File: src/rtl/alu_sequencer.sv
// Issue/writeback sequencer for the 15-bit ALU: one instruction per 2 cycles (3 for MUL/DIV).
// instr_ready is high only in IDLE, so there is no back-to-back accept; results commit at the end of each EX cycle.
module alu_sequencer #(
  parameter int NREGS = 8,
  localparam int AW = $clog2(NREGS)
) (
  input  logic          clk,
  input  logic          reset,
  input  logic          instr_valid,
  output logic          instr_ready,
  input  logic [2:0]    instr_op,
  input  logic [AW-1:0] instr_dst,
  input  logic [AW-1:0] instr_srca,
  input  logic [AW-1:0] instr_srcb,
  input  logic [15:0]   instr_imm,
  output logic [15:0]   alu_a,
  output logic [15:0]   alu_b,
  output logic [2:0]    alu_command,
  input  logic [14:0]   alu_result,
  output logic          wb_valid,
  output logic [AW-1:0] wb_addr,
  output logic [15:0]   wb_data,
  output logic          div_err,
  input  logic [AW-1:0] dbg_addr,
  output logic [15:0]   dbg_data
);

  localparam logic [2:0] OP_ADD = 3'd0;
  localparam logic [2:0] OP_SUB = 3'd1;
  localparam logic [2:0] OP_AND = 3'd2;
  localparam logic [2:0] OP_MUL = 3'd3;
  localparam logic [2:0] OP_DIV = 3'd4;
  localparam logic [2:0] OP_LDI = 3'd5;

  localparam logic [2:0] CMD_MP0 = 3'd3;
  localparam logic [2:0] CMD_MP1 = 3'd4;
  localparam logic [2:0] CMD_DV0 = 3'd5;
  localparam logic [2:0] CMD_DV1 = 3'd6;

  typedef enum logic [1:0] {IDLE, EX1, EX2} state_t;

  state_t        state, state_nxt;
  logic [2:0]    op_q;
  logic [AW-1:0] dst_q;
  logic [15:0]   imm_q;
  logic [15:0]   opa_q, opb_q;
  logic [15:0]   regs [NREGS];

  logic          accept;
  logic          set_err;
  logic          div_zero;
  logic [AW-1:0] dst_inc;
  logic [15:0]   alu_word;

  assign instr_ready = (state == IDLE) && !reset;
  assign accept      = instr_valid && instr_ready;
  assign div_zero    = (opb_q[15:1] == '0);
  assign dst_inc     = dst_q + 1'b1;
  // Parity bit makes the stored 16-bit word odd parity.
  assign alu_word    = {alu_result, ~^alu_result};
  assign dbg_data    = regs[dbg_addr];

  always_ff @(posedge clk) begin
    if (reset) begin
      state   <= IDLE;
      op_q    <= '0;
      dst_q   <= '0;
      imm_q   <= '0;
      opa_q   <= '0;
      opb_q   <= '0;
      div_err <= 1'b0;
      for (int i = 0; i < NREGS; i++) begin
        regs[i] <= '0;
      end
    end else begin
      state <= state_nxt;
      if (accept) begin
        op_q  <= instr_op;
        dst_q <= instr_dst;
        imm_q <= instr_imm;
        opa_q <= regs[instr_srca];
        opb_q <= regs[instr_srcb];
      end
      if (wb_valid) begin
        regs[wb_addr] <= wb_data;
      end
      if (set_err) begin
        div_err <= 1'b1;
      end
    end
  end

  always_comb begin
    state_nxt   = state;
    alu_a       = '0;
    alu_b       = '0;
    alu_command = '0;
    wb_valid    = 1'b0;
    wb_addr     = '0;
    wb_data     = '0;
    set_err     = 1'b0;
    // Reset suppresses every output so a mid-operation reset cannot commit a write.
    if (!reset) begin
      case (state)
        IDLE: begin
          if (instr_valid) begin
            state_nxt = EX1;
          end
        end
        EX1: begin
          state_nxt = IDLE;
          case (op_q)
            OP_ADD, OP_SUB, OP_AND: begin
              alu_a       = opa_q;
              alu_b       = opb_q;
              alu_command = op_q;
              wb_valid    = 1'b1;
              wb_addr     = dst_q;
              wb_data     = alu_word;
            end
            OP_MUL: begin
              alu_a       = opa_q;
              alu_b       = opb_q;
              alu_command = CMD_MP0;
              wb_valid    = 1'b1;
              wb_addr     = dst_q;
              wb_data     = alu_word;
              state_nxt   = EX2;
            end
            OP_DIV: begin
              wb_valid  = 1'b1;
              wb_addr   = dst_q;
              state_nxt = EX2;
              if (div_zero) begin
                wb_data = 16'hFFFE;
                set_err = 1'b1;
              end else begin
                alu_a       = opa_q;
                alu_b       = opb_q;
                alu_command = CMD_DV0;
                wb_data     = alu_word;
              end
            end
            OP_LDI: begin
              wb_valid = 1'b1;
              wb_addr  = dst_q;
              wb_data  = imm_q;
            end
            default: begin
              state_nxt = IDLE;
            end
          endcase
        end
        EX2: begin
          state_nxt = IDLE;
          wb_valid  = 1'b1;
          wb_addr   = dst_inc;
          if (op_q == OP_MUL) begin
            alu_a       = opa_q;
            alu_b       = opb_q;
            alu_command = CMD_MP1;
            wb_data     = alu_word;
          end else if (div_zero) begin
            wb_data = opa_q;
          end else begin
            alu_a       = opa_q;
            alu_b       = opb_q;
            alu_command = CMD_DV1;
            wb_data     = alu_word;
          end
        end
        default: begin
          state_nxt = IDLE;
        end
      endcase
    end
  end

endmodule

File: config.mk
export PLATFORM = sky130hd
export DESIGN_NAME = alu_sequencer
export DESIGN_NICKNAME = d
export VERILOG_FILES = /design/src/rtl/alu_sequencer.sv
export SDC_FILE = /design/constraint.sdc
export NUM_CORES = 1
export LEC_CHECK = 0
export CAP_MARGIN = 20
export CORE_MARGIN = 5
export CORE_UTILIZATION = 50
export CTS_CLUSTER_SIZE = 40
export DETAILED_ROUTE_END_ITERATION = 7
export PLACE_DENSITY = 0.72
export SKIP_LAST_GASP = 1
export SLEW_MARGIN = 20
export SYNTH_ARGS = -nofsm -noshare
export SYNTH_HDL_FRONTEND = slang
export SYNTH_SLANG_ARGS = --single-unit
File: constraint.sdc
create_clock -name clk -period 2.7 [get_ports clk]
set_clock_uncertainty 0.2 [all_clocks]
set_input_delay 0.27 -clock clk [delete_from_list [all_inputs] [get_ports clk]]
set_output_delay 0.27 -clock clk [all_outputs]
set_load 0.05 [all_outputs]
==> flow_summary.toml, run 1 <==
[run_status]
status = "finished with violations"
violations = "setup timing"

[finish]
final_cell_mix = "128 x edfxtp_1, 113 x a21oi_1, 101 x buf_4"
nNetsFinal = 1138
drive_gt1_share_pct = 40.5
antenna_cells = 0
layout_commonest_cell = "edfxtp_1"
area_growth_syn_to_layout_pct = 32.8
n_fill_cell = 1585
final_cell_area_um2 = 15100

[timing]
setup_tns_ps = -7400
tightestPinTransition_ps = 574
maxSlewViolCount = 0
slew-limit-headroom_pct = 61.7
max_freq_ghz = 0.345
period_share_pct = 107
setup_viol_count_final = 47
hold_viol_final = 0
period_minus_slack_ps = 2900
layout_setup_ws_ps = -196
rsz0062_at_grt = "yes"

[synthesis]
synth_simple_gate_area_share_pct = 11.3
synth-seq-cells = 185
synthesis.area_um2 = 11400
synth_top_area_cell = "edfxtp_1"
syn_nets = 984
synth.mux.area_fraction_pct = 23.5
synth_top_family_by_area = "multiplexers"
synth-compound-area-share_pct = 14.3
synthArstFlopShare_pct = 0
synth_xor_area_share_pct = 1.21
synthAdderAreaFrac_pct = 0.441
synth_flop_cell = "edfxtp_1"
synth_edf_count = 128
synth_top_area_share_pct = 33.8
synth.avg_cell_area_um2 = 12.2
synth.area.top_cells = "edfxtp_1 34%, mux4_2 19%, dfxtp_1 10%"
ys_seq_area_share_pct = 43.9
yosys.cell_types.count = 56
ys_warn_count = 0
syn_inst = 931

[place]
detailed_place_hpwl_mm = 24.2
io_buffers = 121
placed_cell_area_um2 = 13700
dp_worst_setup_slack_ps = 68.1
place_congestion = 0.856

[worst_setup_path]
worstPathMaxFanout = 5
worst_setup_path_end_kind = "primary output"
worstPathRequired_ps = 2230
cp-start-kind = "register"
critical_path_class = "reg -> out"
arrival_ps = 2430

[die]
die_h_um = 161
floorplan.initialDensity_pct = 50.5
core_area_um2 = 22500
rows = 55
chipWidth_um = 161
die_area_um2 = 25800
ios = 122

[run]
cap_violations = 0

[cts]
clk_latency_ps = 440
clock-sinks = 185
htree_levels = 4
holdBufCountCts = 0
tritoncts = "done"
cts_made_buffers = 17
clk_pin_slew_ps = 70
cts_buffer_depth = 2
root_buffer = "clkbuf_16"

[power]
leakage_nw = 5.57
peakVddDrop_mv = 0.447
p_per_area_nw_per_um2 = 483

[drt]
drt_iter0_markers = 1216
viasPerCell = 6.65
via_count = 9194
drt-total-wl_mm = 37.7
wire_per_inst_um = 27.3
drcViolationCount = 0
drt_first_pass_iters = 5
route.antenna.remaining_nets = 0

[global_routing]
grt_max_degree = 66
antenna_found_initial = 1
grt_overflow = 0
grt_pass1_vias = 9176
grt_util_all_layers_pct = 28.8
grt_pass1_wl_mm = 55.8

[hold_path]
hold_class = "in -> reg"
==> where the power goes <==
part	internal [mW]	total, mW	switching [mW]
sequential	3.16	3.28	0.124
combinational	0.730	1.57	0.839
clock	1.32	2.43	1.11
total	5.20	7.28	2.07
==> sequential cells by signal, indices dropped and copies added, names as in the netlist <==
| signal | flops |
|---|---|
| regs | 128 |
| imm_q | 16 |
| opa_q | 16 |
| opb_q | 16 |
| dst_q | 3 |
| op_q | 3 |
| state | 2 |
| div_err | 1 |
==> worst max-delay path: stages (launching register included) <==
cell,delay [ps]
dfxtp_1,390
nor4_2,320
and4_4,360
nand2_4,60
a22oi_2,270
buf_6,210
buf_12,140
nor3b_4,50
clkbuf_16,170
==> stage by stage <==
stage               utilization (%)  cells  hold slack [ps]  power [mW]
floorplan                         -    931              169        4.18
global placement               61.0   1329              264        4.66
detailed placement             61.0   1329              267        4.69
CTS                            66.4   1375              152        7.20
global route                   67.0   1383              165        7.46
finish                         67.0   1383              159        7.28
==> final timing paths <==
kind | from | end | slack [ps] | cells past startpoint
setup reg to reg | opb_q[2] | regs[4][7] | 70 | 10
hold reg to reg | state[0] | state[0] | 280 | 1
hold / removal | instr_imm[1] | imm_q[1] | 160 | 3
setup / recovery | opb_q[2] | alu_a[12] | -200 | 8
==> cell families after synthesis <==
family | Yosys count
AOI/OAI and AO/OA | 257
xor gates and xnor gates | 11
adders and majority gates | 4
buffers and inverters | 116
DFF | 185
muxes | 145
and+or+nand+nor | 213
==> layer usage <==
metal | routed length, µm | global-route usage [%] | part of all wire [%]
met5 | 13 | 0 | 0.034
met4 | 1970 | 14.8 | 5.2
met3 | 3230 | 4.34 | 8.6
met2 | 18900 | 48.9 | 50
met1 | 13600 | 36.0 | 36
==> Yosys cell counts, types with 2 or more instances <==
master and n:
a21o_1 15, a21oi_1 113, a21oi_2 19, a22oi_2 2
a2bb2oi_1 15, a31oi_1 2, a32oi_1 2, and2_1 4
buf_1 6, buf_2 26, buf_4 10, buf_6 10
clkbuf_1 40, clkbuf_2 3, dfxtp_1 57, edfxtp_1 128
ha_1 4, inv_1 19, mux2_2 16, mux2i_1 33
mux4_2 96, nand2_1 69, nand2b_1 9, nand3_1 16
nand3_2 3, nand3b_1 54, nand4_1 2, nor2_1 8
nor2b_1 3, nor3_1 2, nor3b_1 30, nor4_2 3
o211ai_2 2, o21a_1 2, o21ai_0 47, o21ai_1 7
o21ai_2 10, o21ai_4 2, o22ai_1 15, or3_1 2
xnor2_1 8, xnor3_1 3
==> area by class of cell <==
type | count | area [µm²] | share of cell area, %
clock inverter | 11 | 97.6 | 0.647
timing repair buffer | 231 | 2860 | 18.9
sequential | 185 | 4990 | 33.1
tap | 285 | 357 | 2.36
multi-input combinational | 630 | 6240 | 41.4
inverter | 20 | 75.1 | 0.498
clock buffer | 21 | 460 | 3.05
==> timing repair <==
item                                    CTS  global route
hold endpoints to repair                  0             0
pin swaps                                14            17
gates cloned                              5             1
setup buffers                             9             8
resized for setup                       118            18
endpoints found under the setup margin   47            49
(Power assumes the default switching activity.)
==> run 2: changes to the inputs <==
--- a/config.mk
+++ b/config.mk
@@ -8,6 +8,7 @@
 export CAP_MARGIN = 20
 export CORE_MARGIN = 5
 export CORE_UTILIZATION = 50
+export CTS_CLUSTER_DIAMETER = 100
 export CTS_CLUSTER_SIZE = 40
 export DETAILED_ROUTE_END_ITERATION = 7
 export PLACE_DENSITY = 0.72
==> results of run 2 <==
No change in the layout: final DEF, timing and power equal those of run 1.
